[src/rtl/command_vars.sv]
`default_nettype none
// +----------------------------------------------------------------------+
// | command_vars: SPI NAND command set, status bits and address packing  |
// | Revision: 1.0                                                        |
// +----------------------------------------------------------------------+
package command_vars;

    typedef enum logic [3:0] {
        WRITE_ENABLE  = 4'd0,
        WRITE_DISABLE = 4'd1,
        GET_FEATURE   = 4'd2,
        SET_FEATURE   = 4'd3,
        PAGE_READ     = 4'd4,
        READ_CACHE    = 4'd5,
        PROG_LOAD1    = 4'd6,
        PROG_EXEC     = 4'd7,
        BLOCK_ERASE   = 4'd8,
        RESET_DEVICE  = 4'd9
    } SPI_Command;

    localparam int ST_BUSY  = 0;
    localparam int ST_PFAIL = 3;

    // Bits not used by a given command stay zero.
    function automatic logic [23:0] pack_addr(
        input SPI_Command  cmd,
        input logic [12:0] col,
        input logic [15:0] page,
        input logic [7:0]  feat
    );
        logic [23:0] a;
        a = 24'h0;
        case (cmd)
            PROG_LOAD1:  a[12:0] = col;
            PROG_EXEC:   a[15:0] = page;
            GET_FEATURE: a[15:8] = feat;
            default:     a = 24'h0;
        endcase
        return a;
    endfunction

endpackage
`default_nettype wire

[src/rtl/nand_prog_seq_issuer.sv]
`default_nettype none
// +----------------------------------------------------------------------+
// | nand_cmd_issuer: one-shot DV issue to mem_command, completion on the |
// | ready low-then-high return.               Revision: 1.0              |
// +----------------------------------------------------------------------+
module nand_cmd_issuer
    import command_vars::*;
(
    input  logic        CLK1,
    input  logic        rst_n,
    input  logic        i_Req,
    input  SPI_Command  i_Cmd,
    input  logic [23:0] i_Addr,
    input  logic        i_CM_Ready,
    output SPI_Command  o_Command,
    output logic        o_CM_DV,
    output logic [23:0] o_Addr_Data,
    output logic        o_Issued,
    output logic        o_Complete
);

    logic        pending_q, pending_d;
    logic        seen_low_q, seen_low_d;
    logic        dv_q, dv_d;
    SPI_Command  cmd_q, cmd_d;
    logic [23:0] addr_q, addr_d;
    logic        w_issue;
    logic        w_complete;

    always_comb begin
        w_issue    = i_Req && i_CM_Ready && !pending_q;
        w_complete = pending_q && seen_low_q && i_CM_Ready;
        pending_d  = pending_q;
        seen_low_d = seen_low_q;
        cmd_d      = cmd_q;
        addr_d     = addr_q;
        dv_d       = w_issue;
        if (w_issue) begin
            pending_d  = 1'b1;
            seen_low_d = 1'b0;
            cmd_d      = i_Cmd;
            addr_d     = i_Addr;
        end else if (pending_q) begin
            if (!i_CM_Ready) begin
                seen_low_d = 1'b1;
            end
            if (w_complete) begin
                pending_d = 1'b0;
            end
        end
    end

    always_ff @(posedge CLK1 or negedge rst_n) begin
        if (!rst_n) begin
            pending_q  <= 1'b0;
            seen_low_q <= 1'b0;
            dv_q       <= 1'b0;
            cmd_q      <= WRITE_ENABLE;
            addr_q     <= 24'h0;
        end else begin
            pending_q  <= pending_d;
            seen_low_q <= seen_low_d;
            dv_q       <= dv_d;
            cmd_q      <= cmd_d;
            addr_q     <= addr_d;
        end
    end

    assign o_Command   = cmd_q;
    assign o_CM_DV     = dv_q;
    assign o_Addr_Data = addr_q;
    assign o_Issued    = w_issue;
    assign o_Complete  = w_complete;

endmodule
`default_nettype wire

[src/rtl/nand_prog_seq.sv]
`default_nettype none
// +----------------------------------------------------------------------+
// | nand_prog_seq: WREN -> PROG_LOAD1 -> PROG_EXEC -> status poll chain  |
// | Revision: 1.0                                                        |
// +----------------------------------------------------------------------+
module nand_prog_seq
    import command_vars::*;
#(
    parameter int         MIN_LOAD_BYTES = 128,
    parameter int         MAX_POLLS      = 1024,
    parameter int         POLL_GAP       = 16,
    parameter logic [7:0] STATUS_ADDR    = 8'hC0
) (
    input  logic        CLK1,
    input  logic        rst_n,
    input  logic        i_Start,
    input  logic [12:0] i_Col_Addr,
    input  logic [15:0] i_Page_Addr,
    input  logic [11:0] i_Fifo_Count,
    output logic        o_Busy,
    output logic        o_Done,
    output logic        o_Reject,
    output logic        o_Fail,
    output logic        o_Timeout,
    output logic [7:0]  o_Status,
    output SPI_Command  o_Command,
    output logic        o_CM_DV,
    output logic [23:0] o_Addr_Data,
    input  logic        i_CM_Ready,
    input  logic [7:0]  i_RX_Feature_Byte,
    input  logic        i_RX_Feature_DV
);

    localparam int PCW = $clog2(MAX_POLLS + 1);
    localparam int GCW = (POLL_GAP > 1) ? $clog2(POLL_GAP) : 1;
    localparam logic [PCW-1:0] c_MAX_POLLS = PCW'(MAX_POLLS);
    localparam logic [GCW-1:0] c_GAP_LAST  = GCW'(POLL_GAP - 1);
    localparam logic [11:0]    c_MIN_LOAD  = 12'(MIN_LOAD_BYTES);

    localparam logic [2:0] c_ST_IDLE  = 3'd0;
    localparam logic [2:0] c_ST_WREN  = 3'd1;
    localparam logic [2:0] c_ST_LOAD  = 3'd2;
    localparam logic [2:0] c_ST_EXEC  = 3'd3;
    localparam logic [2:0] c_ST_POLL  = 3'd4;
    localparam logic [2:0] c_ST_PWAIT = 3'd5;
    localparam logic [2:0] c_ST_GAP   = 3'd6;
    localparam logic [2:0] c_ST_FIN   = 3'd7;

    logic [2:0]     state_q, state_d;
    logic [12:0]    col_q, col_d;
    logic [15:0]    page_q, page_d;
    logic [PCW-1:0] poll_cnt_q, poll_cnt_d;
    logic [GCW-1:0] gap_cnt_q, gap_cnt_d;
    logic [7:0]     status_q, status_d;
    logic           rx_seen_q, rx_seen_d;
    logic           fail_q, fail_d;
    logic           timeout_q, timeout_d;
    logic           reject_q, reject_d;

    logic           w_req;
    SPI_Command     w_cmd;
    logic [23:0]    w_addr;
    logic           w_issued;
    logic           w_complete;
    logic [7:0]     w_eff_status;

    nand_cmd_issuer u_issuer (
        .CLK1        (CLK1),
        .rst_n       (rst_n),
        .i_Req       (w_req),
        .i_Cmd       (w_cmd),
        .i_Addr      (w_addr),
        .i_CM_Ready  (i_CM_Ready),
        .o_Command   (o_Command),
        .o_CM_DV     (o_CM_DV),
        .o_Addr_Data (o_Addr_Data),
        .o_Issued    (w_issued),
        .o_Complete  (w_complete)
    );

    always_ff @(posedge CLK1 or negedge rst_n) begin
        if (!rst_n) begin
            state_q    <= c_ST_IDLE;
            col_q      <= 13'h0;
            page_q     <= 16'h0;
            poll_cnt_q <= '0;
            gap_cnt_q  <= '0;
            status_q   <= 8'h0;
            rx_seen_q  <= 1'b0;
            fail_q     <= 1'b0;
            timeout_q  <= 1'b0;
            reject_q   <= 1'b0;
        end else begin
            state_q    <= state_d;
            col_q      <= col_d;
            page_q     <= page_d;
            poll_cnt_q <= poll_cnt_d;
            gap_cnt_q  <= gap_cnt_d;
            status_q   <= status_d;
            rx_seen_q  <= rx_seen_d;
            fail_q     <= fail_d;
            timeout_q  <= timeout_d;
            reject_q   <= reject_d;
        end
    end

    // A byte arriving with the ready rise is used in the same cycle; no byte at all reads as busy.
    always_comb begin
        if (i_RX_Feature_DV) begin
            w_eff_status = i_RX_Feature_Byte;
        end else if (rx_seen_q) begin
            w_eff_status = status_q;
        end else begin
            w_eff_status = 8'h01;
        end
    end

    always_comb begin
        state_d    = state_q;
        col_d      = col_q;
        page_d     = page_q;
        poll_cnt_d = poll_cnt_q;
        gap_cnt_d  = gap_cnt_q;
        status_d   = status_q;
        rx_seen_d  = rx_seen_q;
        fail_d     = fail_q;
        timeout_d  = timeout_q;
        reject_d   = 1'b0;
        case (state_q)
            c_ST_IDLE: begin
                if (i_Start) begin
                    if (i_Fifo_Count >= c_MIN_LOAD) begin
                        col_d      = i_Col_Addr;
                        page_d     = i_Page_Addr;
                        poll_cnt_d = '0;
                        status_d   = 8'h0;
                        fail_d     = 1'b0;
                        timeout_d  = 1'b0;
                        state_d    = c_ST_WREN;
                    end else begin
                        reject_d = 1'b1;
                    end
                end
            end
            c_ST_WREN: if (w_complete) state_d = c_ST_LOAD;
            c_ST_LOAD: if (w_complete) state_d = c_ST_EXEC;
            c_ST_EXEC: if (w_complete) state_d = c_ST_POLL;
            c_ST_POLL: begin
                if (w_issued) begin
                    if (poll_cnt_q != c_MAX_POLLS) begin
                        poll_cnt_d = poll_cnt_q + 1'b1;
                    end
                    rx_seen_d = 1'b0;
                    state_d   = c_ST_PWAIT;
                end
            end
            c_ST_PWAIT: begin
                if (i_RX_Feature_DV) begin
                    status_d  = i_RX_Feature_Byte;
                    rx_seen_d = 1'b1;
                end
                if (w_complete) begin
                    if (!w_eff_status[ST_BUSY]) begin
                        fail_d  = w_eff_status[ST_PFAIL];
                        state_d = c_ST_FIN;
                    end else if (poll_cnt_q == c_MAX_POLLS) begin
                        timeout_d = 1'b1;
                        state_d   = c_ST_FIN;
                    end else begin
                        gap_cnt_d = '0;
                        state_d   = c_ST_GAP;
                    end
                end
            end
            c_ST_GAP: begin
                if (gap_cnt_q == c_GAP_LAST) begin
                    state_d = c_ST_POLL;
                end else begin
                    gap_cnt_d = gap_cnt_q + 1'b1;
                end
            end
            c_ST_FIN: state_d = c_ST_IDLE;
            default:  state_d = c_ST_IDLE;
        endcase
    end

    always_comb begin
        o_Busy = (state_q != c_ST_IDLE) && (state_q != c_ST_FIN);
        o_Done = (state_q == c_ST_FIN);
        w_req  = 1'b0;
        w_cmd  = WRITE_ENABLE;
        case (state_q)
            c_ST_WREN: begin w_req = 1'b1; w_cmd = WRITE_ENABLE; end
            c_ST_LOAD: begin w_req = 1'b1; w_cmd = PROG_LOAD1;   end
            c_ST_EXEC: begin w_req = 1'b1; w_cmd = PROG_EXEC;    end
            c_ST_POLL: begin w_req = 1'b1; w_cmd = GET_FEATURE;  end
            default:   begin w_req = 1'b0; w_cmd = WRITE_ENABLE; end
        endcase
        w_addr = pack_addr(w_cmd, col_q, page_q, STATUS_ADDR);
    end

    assign o_Reject  = reject_q;
    assign o_Fail    = fail_q;
    assign o_Timeout = timeout_q;
    assign o_Status  = status_q;

endmodule
`default_nettype wire

[config.mk]
export PLATFORM = sky130hd
export DESIGN_NAME = nand_prog_seq
export DESIGN_NICKNAME = d
export VERILOG_FILES = /design/src/rtl/command_vars.sv /design/src/rtl/nand_prog_seq_issuer.sv /design/src/rtl/nand_prog_seq.sv
export SDC_FILE = /design/constraint.sdc
export NUM_CORES = 1
export LEC_CHECK = 0
export CAP_MARGIN = 20
export CORE_UTILIZATION = 55
export CTS_CLUSTER_DIAMETER = 40
export DETAILED_ROUTE_END_ITERATION = 10
export GPL_ROUTABILITY_DRIVEN = 0
export PLACE_DENSITY_LB_ADDON = 0.08
export SETUP_SLACK_MARGIN = 0.2
export SYNTH_ARGS = -nofsm -noshare
export SYNTH_HDL_FRONTEND = slang
export SYNTH_HIERARCHICAL = 1
export SYNTH_SLANG_ARGS = --single-unit
export TNS_END_PERCENT = 5
[constraint.sdc]
create_clock -name CLK1 -period 6.3 [get_ports CLK1]
set_input_delay 0.63 -clock CLK1 [delete_from_list [all_inputs] [get_ports CLK1]]
set_output_delay 0.63 -clock CLK1 [all_outputs]
set_load 0.01 [all_outputs]
Yosys cells after proc, flatten, opt, wreduce, memory -nomap -nowiden --
Cells that the tools add are included.
Storage, ports and cells: output and inout port bits 42, input port bits 54, ROM bits 0, latch bits 0, register bits after elaboration 82, memory bits (writable) 0, memories 0, logic and storage cells 124
Cells by class: multiplexer cells 53, reductions and logical operators 23, bitwise operators 0, magnitude comparators 1, $mul 0, add/sub/neg operators 2, divide/modulo/power cells 0, shift operators 0, equal/unequal tests 30
Operators with widths (number):
- $mux 11 | 4
- $pmux 8 s2 | 2
- $mux 3 | 8
- $mux 4 | 6
- $mux 8 | 3
- $pmux 3 s8 | 1
- $pmux 11 s2 | 1
- $mux 1 | 21
- $ne 2x2->1 const B | 10
- $reduce_and 5->1 | 3
- $eq 3x3->1 const B | 4
- $ge 12x8->1 const B | 1
- $ne 2x1->1 const B | 6
- $add 11x1->11 const B | 1
- $eq 11x11->1 const B | 1
- $ne 11x11->1 const B | 1
- $pmux 5 s2 | 1
- $reduce_bool 2->1 | 5
- $pmux 3 s3 | 1
- $eq 4x3->1 const B | 2
- $pmux 4 s2 | 1
- $reduce_and 8->1 | 1
- $eq 3x2->1 const B | 2
- $pmux 1 s2 | 3
- 15 further kinds | 20

Logic depth before layout (Yosys ltp) --
Gate-level depths: netlist (run 1).
depth in word-level cells 7, gate-level depth with buffers 12

Cells and area by module --
Netlist (run 1), hierarchy kept.
Modules (own cells, without submodules):
- nand_prog_seq | cells an instance 358, times used 1, area each 3054.2 um2, seq. area each 1476.4 um2
- nand_cmd_issuer | cells an instance 70, times used 1, area each 1198.6 um2, seq. area each 775.7 um2

Worst setup path after synthesis (run 1) --
OpenSTA, ideal clock, no wires.
path kind flip-flop to flip-flop, start point register state_q[2], end point register poll_cnt_q[10], data arrival time 2.349 ns, slack 3.832 ns, cell stages (with the launch flop) 13, buffers on the path 5, library setup time 0.119 ns, period minus slack after synthesis 2.468 ns, cell sequence dfrtp_1 -> buf_2 -> clkbuf_1 -> xnor2_1 -> nand3b_1 -> buf_6 -> buf_6 -> inv_1 -> a211o_1 -> o211ai_2 -> buf_2 -> nor4_1 -> o21a_1
Between the ends: cells in the longest elaborated chain, start to end 7, elaborated cells on any way between the ends 16, those cells by class eq/ne: 8; mux: 2; reduce/logical: 6
Ends and longest elaborated chain:
- start: declaration | RTL line nand_prog_seq.sv:49 | logic [2:0] state_q, state_d;
- start signal: assignment | RTL line nand_prog_seq.sv:83 | state_q <= c_ST_IDLE;
- start signal: assignment | RTL line nand_prog_seq.sv:94 | state_q <= state_d;
- $eq 3x3->1, or another cell as far along | RTL line nand_prog_seq.sv:192 | case (state_q)
- $reduce_or 4->1 (no line) *
- $mux 1 * | RTL line nand_prog_seq.sv:192
- net w_req | RTL line nand_prog_seq.sv:60 | logic w_req;
- $logic_and 1x1->1 * (2 in series) | RTL line nand_prog_seq_issuer.sv:31 | w_issue = i_Req && i_CM_Ready && !pending_q;
- net w_issued | RTL line nand_prog_seq.sv:63 | logic w_issued;
- $ne 2x1->1 (no line) *
- $reduce_and 5->1 (no line) *
- end signal: assignment | RTL line nand_prog_seq.sv:97 | poll_cnt_q <= poll_cnt_d;
- end: declaration | RTL line nand_prog_seq.sv:52 | logic [PCW-1:0] poll_cnt_q, poll_cnt_d;
The timed path passes the listed nets; every way through them passes the cells marked *. A chain may end at the register's enable or synchronous reset.

Worst setup path in the final report (run 1) --
start point register state_q[2], end point output port o_Busy
Between the ends: cells in the longest elaborated chain, start to end 2, elaborated cells on any way between the ends 3, those cells by class eq/ne: 1; reduce/logical: 2
Ends and longest elaborated chain:
- $ne 3x3->1 / $reduce_bool 3->1 (equally long branches) | RTL line nand_prog_seq.sv:188 | o_Busy = (state_q != c_ST_IDLE) && (state_q != c_ST_FIN);
- $logic_and 1x1->1 * | RTL line nand_prog_seq.sv:188
- end: declaration | RTL line nand_prog_seq.sv:20 | output logic o_Busy,
Mark *: on every way between the ends. The rest lies on a longest branch, timed or not.

==> flow_metrics.tcl, run 1 <==
set metrics [dict create \
    floorplan.rows 31 \
    via_per_instance_ratio 5.41 \
    cts_buffers 9 \
    clock_tree.root_cell "clkbuf_8" \
    synth_seq_cells 90 \
    worst_hold_path_type "in2async" \
    post_cts_resized 0 \
    crit_chain "inv_1 > a21oi_1 > clkdlybuf4s50_1" \
    synth_area_per_cell_um2 9.94 \
    crit-reg2reg-capture "poll_cnt_q[6]" \
    worstMarginPinSlew_ns 0.719 \
    power_per_standard_cell_area_nw_per_um2 427 \
    flip_flop_cell_with_the_highest_count_after_synthesis "dfrtp_1" \
    chipHeight_um 89.9 \
    cpMaxStageDelayCell "dfrtp_1" \
    final_layout_size_suffix_gt1_share_pct 12.6 \
    finalHoldViolCount 0 \
    dp.cells 606 \
    leakagePower_uw 0.00256 \
    postRouteAntennaNets 0 \
    largest_family_of_logic_cells_by_synthesized_area "simple AND/OR/NAND/NOR gates" \
    postSynth.asyncResetShare_pct 100 \
    finalClockSkew_ns 0.00658 \
    routedWlPerCell_um 14.7 \
    initial_core_util_pct 57.7 \
    synth-compound-area-share_pct 9.65 \
    r2r.worst_path.cells 8 \
    regToRegSetupSlack_ns 3.68 \
    yosysWarnings 6 \
    synthDistinctLibCells 59 \
    outcome "finished, final reports clean" \
    max-slew-margin-rel_pct 52.1 \
    synthesized_area_um2 4250 \
    post-cts-setup-buffers 0 \
    sequential_share_of_the_synthesized_area_pct 53.0 \
    grt_max_degree 60 \
    timing.critical_path.required_ns 5.67 \
    first_pass_iters 6 \
    grt_setup_unrepaired "false" \
    layout.cell_area.non_filler_um2 5410 \
    holdBufCountCts 0 \
    die_area_um2 8090 \
    clkSlewWorstSetupHoldPaths_ns 0.09 \
    clock_latency_ns 0.35 \
    drv.max_cap_violation_count 0 \
    area_growth_pct 27.2 \
    number_of_antenna_cells_inserted 0 \
    globalRouteTotalUtil_pct 24.0 \
    final_min_period_over_clock_period_pct 43.4 \
    tritoncts_sinks 90 \
    vdd_drop_max_mv 0.237 \
    placed_cell_area_um2 5220 \
    worst_ep_arrival_ns 2.10 \
    final_period_minus_worst_setup_slack_ns 2.73 \
    finalSetupViolations 0 \
    die-width_um 89.9 \
    worstReg2RegStart "state_q[1]" \
    total_negative_setup_slacks_ns 0 \
    floorplan.io_pins 96 \
    drc 0 \
    worst-path-max-fanout 18 \
    tritoncts "done" \
    total_congestion_overflow 0 \
    final-max-slew-violation-count 0 \
    synth_enable_flop_cells 0 \
    grt_first_pass_wirelength_mm 15.7 \
    crit_path_max_incr_delay_ns 0.71 \
    post-dp-hpwl_mm 6.20 \
    synth-adder-area-share_pct 0.883 \
    cp-end-kind "output port" \
    worst-setup-path-type "reg2out" \
    htree_num_levels 3 \
    synthMuxAreaShare_pct 11.5 \
    routed_wirelength_mm 9.14 \
    synth_simple_gate_area_share_pct 21.1 \
    synth_cells 428 \
    synthXorXnorAreaFrac_pct 0.206 \
    vias_after_detailed_routing 3368 \
    start_kind "flop" \
    cts_max_path_buffers 2 \
    io_buffer_count 88 \
    initialDrtViolationCount 186 \
    grt_antenna_before_repair 0 \
    placeableCoreArea_um2 7370 \
    finish.cell_count_without_fillers 622 \
    nets 575 \
    max_freq_ghz 0.366 \
    grt_pass1_vias 3429 \
]
[state kept, by name, indices dropped and copies added (netlist names)]
name and cells:
u_issuer/o_Addr_Data 24, page_q 16, col_q 13, poll_cnt_q 11
o_Status 8, gap_cnt_q 4, u_issuer/o_Command 4, state_q 3
o_Fail 1, o_Reject 1, o_Timeout 1, rx_seen_q 1
u_issuer/o_CM_DV 1, u_issuer/pending_q 1, u_issuer/seen_low_q 1
[through the flow]
stage               power, uW  util [%]  hold WS [ns]  worst slack [ns]
floorplan                1550         -         0.334              3.83
global placement         1910      70.8         0.450              3.59
detailed placement       1950      70.8         0.461              3.49
CTS                      2330      73.4         0.204              3.57
global route             2460      73.4         0.211              3.46
finish                   2310      73.4         0.190              3.57
[critical path: cells and delay by family (launching register included)]
kind                   cells  cell delay [ns]
AO/OA/AOI/OAI              1             0.21
buffers and inverters      2             0.83
flip-flops                 1             0.71
[logic make-up after synthesis]
logic type | count (synthesis)
adder cells (fa/ha/maj) | 3
other | 1
XOR/XNOR | 1
buffers and inverters | 32
AO/OA/AOI/OAI | 61
flip-flops | 90
multiplexers | 42
AND/OR/NAND/NOR | 198
[metal layers]
metal / wire (um) / global-route usage [%] / vias up
li1: - / - / 1630
met1: 3940 / 29.9 / 1652
met2: 4690 / 42.1 / 77
met3: 406 / 4.91 / 9
met4: 109 / 7.66 / 0
met5: 0 / 0 / -
[power breakdown]
group | internal (uW) | leakage (uW) | switching, uW | total (uW)
combinational | 501 | 0.00131 | 469 | 970
clock | 159 | 0.0000912 | 214 | 373
sequential | 803 | 0.00117 | 161 | 964
total | 1460 | 0.00256 | 844 | 2310
[synthesized netlist by cell type, types with 7 or more instances]
cell / n / area share, %
nand3_1: 12 / 1.4
o21ai_0: 14 / 1.6
dfrtp_1: 90 / 53
mux2_2: 20 / 5.3
clkbuf_1: 11 / 0.97
mux2_4: 9 / 3.2
nor2_1: 22 / 1.9
a21oi_1: 17 / 2.0
inv_1: 10 / 0.88
mux2i_1: 13 / 3.1
or3_1: 7 / 1.0
buf_2: 7 / 0.82
nand2_1: 123 / 11
[how the worst max path moves through the flow]
stage,start,end,depth (start not counted),slack (ns)
after floorplan,state_q[2],poll_cnt_q[10],12,3.83
after global placement,i_CM_Ready,poll_cnt_q[6],7,3.59
after detailed placement,i_CM_Ready,poll_cnt_q[6],7,3.49
after CTS,state_q[2],o_Busy,3,3.57
after global routing,state_q[2],o_Busy,3,3.46
final,state_q[2],o_Busy,3,3.57
[layout make-up]
type                       count  area [um2]
clock buffer                  10         138
fill                         583        1960
tap                           99         124
inverter                      10        37.5
sequential                    90        2250
timing repair buffer          93         916
multi-input combinational    314        1890
clock inverter                 6        48.8
[cell usage in the layout (no fill, tap or decap), types with 3 or more instances in the layout]
cell type,count
buf_4,6
nand2_1,123
conb_1,9
or4_1,3
or3_1,7
mux2i_1,13
mux2_2,20
clkdlybuf4s50_1,87
a21o_1,3
dfrtp_1,90
mux2_4,9
a21oi_1,17
inv_1,10
nand3_1,12
nor3_1,3
nor2_1,22
o211ai_1,3
clkbuf_8,10
ha_1,3
nand2b_1,3
o21ai_0,14
or2_2,3
(Power assumes the default switching activity.)
==> inputs of run 2 (changes only) <==
--- a/config.mk
+++ b/config.mk
@@ -6,7 +6,7 @@
 export NUM_CORES = 1
 export LEC_CHECK = 0
 export CAP_MARGIN = 20
-export CORE_UTILIZATION = 55
+export CORE_UTILIZATION = 46
 export CTS_CLUSTER_DIAMETER = 40
 export DETAILED_ROUTE_END_ITERATION = 10
 export GPL_ROUTABILITY_DRIVEN = 0
==> constraint.sdc (replaced) <==
create_clock -name CLK1 -period 2.2 [get_ports CLK1]
set_input_delay 0.22 -clock CLK1 [delete_from_list [all_inputs] [get_ports CLK1]]
set_output_delay 0.22 -clock CLK1 [all_outputs]
set_load 0.01 [all_outputs]
==> flow_metrics.tcl, run 2 (synthesis gave the netlist of run 1 again) <==
set metrics [dict create \
    cts_max_path_buffers 2 \
    globalRouteTotalUtil_pct 21.4 \
    via_per_instance_ratio 5.33 \
    clock_latency_ns 0.36 \
    final_period_minus_worst_setup_slack_ns 2.01 \
    chipHeight_um 98.2 \
    outcome "complete, but fails checks" \
    cts_buffers 9 \
    tritoncts_sinks 90 \
    max_freq_ghz 0.497 \
    power_switching_share_pct 35.4 \
    postRouteAntennaNets 0 \
    power_frac_clock_pct 18.2 \
    first_pass_iters 9 \
    grt_antenna_before_repair 0 \
    max-slew-margin-rel_pct 60.5 \
    finalHoldViolCount 0 \
    number_of_antenna_cells_inserted 0 \
    r2r.worst_path.cells 8 \
    die_area_um2 9630 \
    crit-reg2reg-capture "poll_cnt_q[2]" \
    finalSetupViolations 0 \
    io_buffer_count 88 \
    combinationalPowerShare_pct 44.1 \
    finalClockSkew_ns 0.00803 \
    layout_commonest_cell "nand2_1" \
    tritoncts "done" \
    largest_register_ffs 24 \
    post-dp-hpwl_mm 6.63 \
    nets 595 \
    seqPwrFrac_pct 37.8 \
    fillers 737 \
    drc 1 \
    setup_slack_after_layout_ns 0.189 \
    timing.critical_path.required_ns 2.49 \
    vias_after_detailed_routing 3470 \
    floorplan.io_pins 96 \
    die-width_um 98.2 \
    placeableCoreArea_um2 8850 \
    register_area_um2 2250 \
    worst_hold_path_type "in2async" \
    htree_num_levels 3 \
    vdd_drop_max_mv 0.581 \
    regToRegSetupSlack_ns 0.19 \
    hold-worst-slack_ns 0.306 \
    grt_setup_unrepaired "true" \
    final_layout_size_suffix_gt1_share_pct 17.3 \
    total_congestion_overflow 0 \
    power_per_standard_cell_area_nw_per_um2 1250 \
    clock_tree.root_cell "clkbuf_8" \
    p_switching_uw 2550 \
    worst-setup-path-type "reg2reg" \
    routedWlPerCell_um 15.4 \
    drv.max_cap_violation_count 0 \
    worstMarginPinSlew_ns 0.577 \
    floorplan.rows 34 \
    grt_max_degree 46 \
    pre_cts_ws_ns 0.103 \
    final_min_period_over_clock_period_pct 91.4 \
    violations_in_the_final_reports "DRC" \
    area_growth_pct 35.3 \
    initial_core_util_pct 48.1 \
    cp-end-kind "flop" \
    routed_wirelength_mm 10.0 \
    final-max-slew-violation-count 0 \
    worstReg2RegStart "state_q[0]" \
    worst_ep_arrival_ns 2.31 \
    internal_power_uw 4650 \
    start_kind "flop" \
    grt_pass1_vias 3435 \
    layout_common_cells "nand2_1, dfrtp_1, clkdlybuf4s50_1, nor2_1, mux2_2" \
    multi_input_comb_area_um2 1980 \
    initialDrtViolationCount 143 \
    clkSlewWorstSetupHoldPaths_ns 0.10 \
    leakagePower_uw 0.00272 \
    worst-path-max-fanout 9 \
    grt_first_pass_wirelength_mm 16.2 \
]
==> run 2: power by group through the flow <==
stage | Clock, uW | Combinational, uW | Sequential [uW]
floorplan | 0 | 1770 | 2790
global placement | 0 | 2960 | 2700
detailed placement | 0 | 3030 | 2730
CTS | 1340 | 3060 | 2710
global route | 1410 | 3440 | 2790
finish | 1310 | 3170 | 2720
==> run 2: how the worst max path moves through the flow <==
stage                          start              to  cells past startpoint
after detailed placement  state_q[1]   poll_cnt_q[2]                      8
after global routing      state_q[0]   poll_cnt_q[9]                      8
final                     state_q[0]   poll_cnt_q[2]                      8
after CTS                 state_q[0]          o_Done                      4
after global placement    i_CM_Ready   poll_cnt_q[2]                      7
after floorplan           state_q[2]  poll_cnt_q[10]                     12
==> run 2: final cells by class <==
class	count	area share, %
Clock inverter	6	1.65
Tap cell	108	2.35
Timing Repair Buffer	111	19.3
Inverter	10	0.739
Sequential cell	90	39.2
Multi-Input combinational cell	316	34.4
Clock buffer	10	2.39
==> run 2: critical path: stages (launching register included) <==
cell,delay (ns)
dfrtp_2,0.45
nor2_4,0.13
xnor2_2,0.15
nand3b_1,0.19
clkinv_4,0.11
a211o_4,0.18
o211ai_4,0.13
or3_2,0.48
a21oi_2,0.12
==> run 2: timing repair <==
item | CTS | global route
setup endpoints to repair | 13 | 16
resized for setup | 5 | 7
pin swaps | 0 | 3
buffers inserted | 0 | 3
cloned | 0 | 3
hold endpoints to repair | 23 | 0
hold buffers | 1 | 0
==> run 2: layer usage <==
metal  wire, um  track usage, %  up-vias
li1           -               -     1680
met1       4560            28.4     1678
met2       4830            35.8      105
met3        544            4.94        7
met4         77            4.94        0
met5          0               0        -
==> run 2: stage by stage <==
step                instance area, um2  TNS [ns]  power (uW)  instances  util, %
floorplan                         4370   -0.0191        4560        436        -
global placement                  5400         0        5660        628     61.0
detailed placement                5400         0        5760        628     61.0
CTS                               5650         0        7110        645     63.9
global route                      5750         0        7640        651     65.0
finish                            5750         0        7200        651     65.0
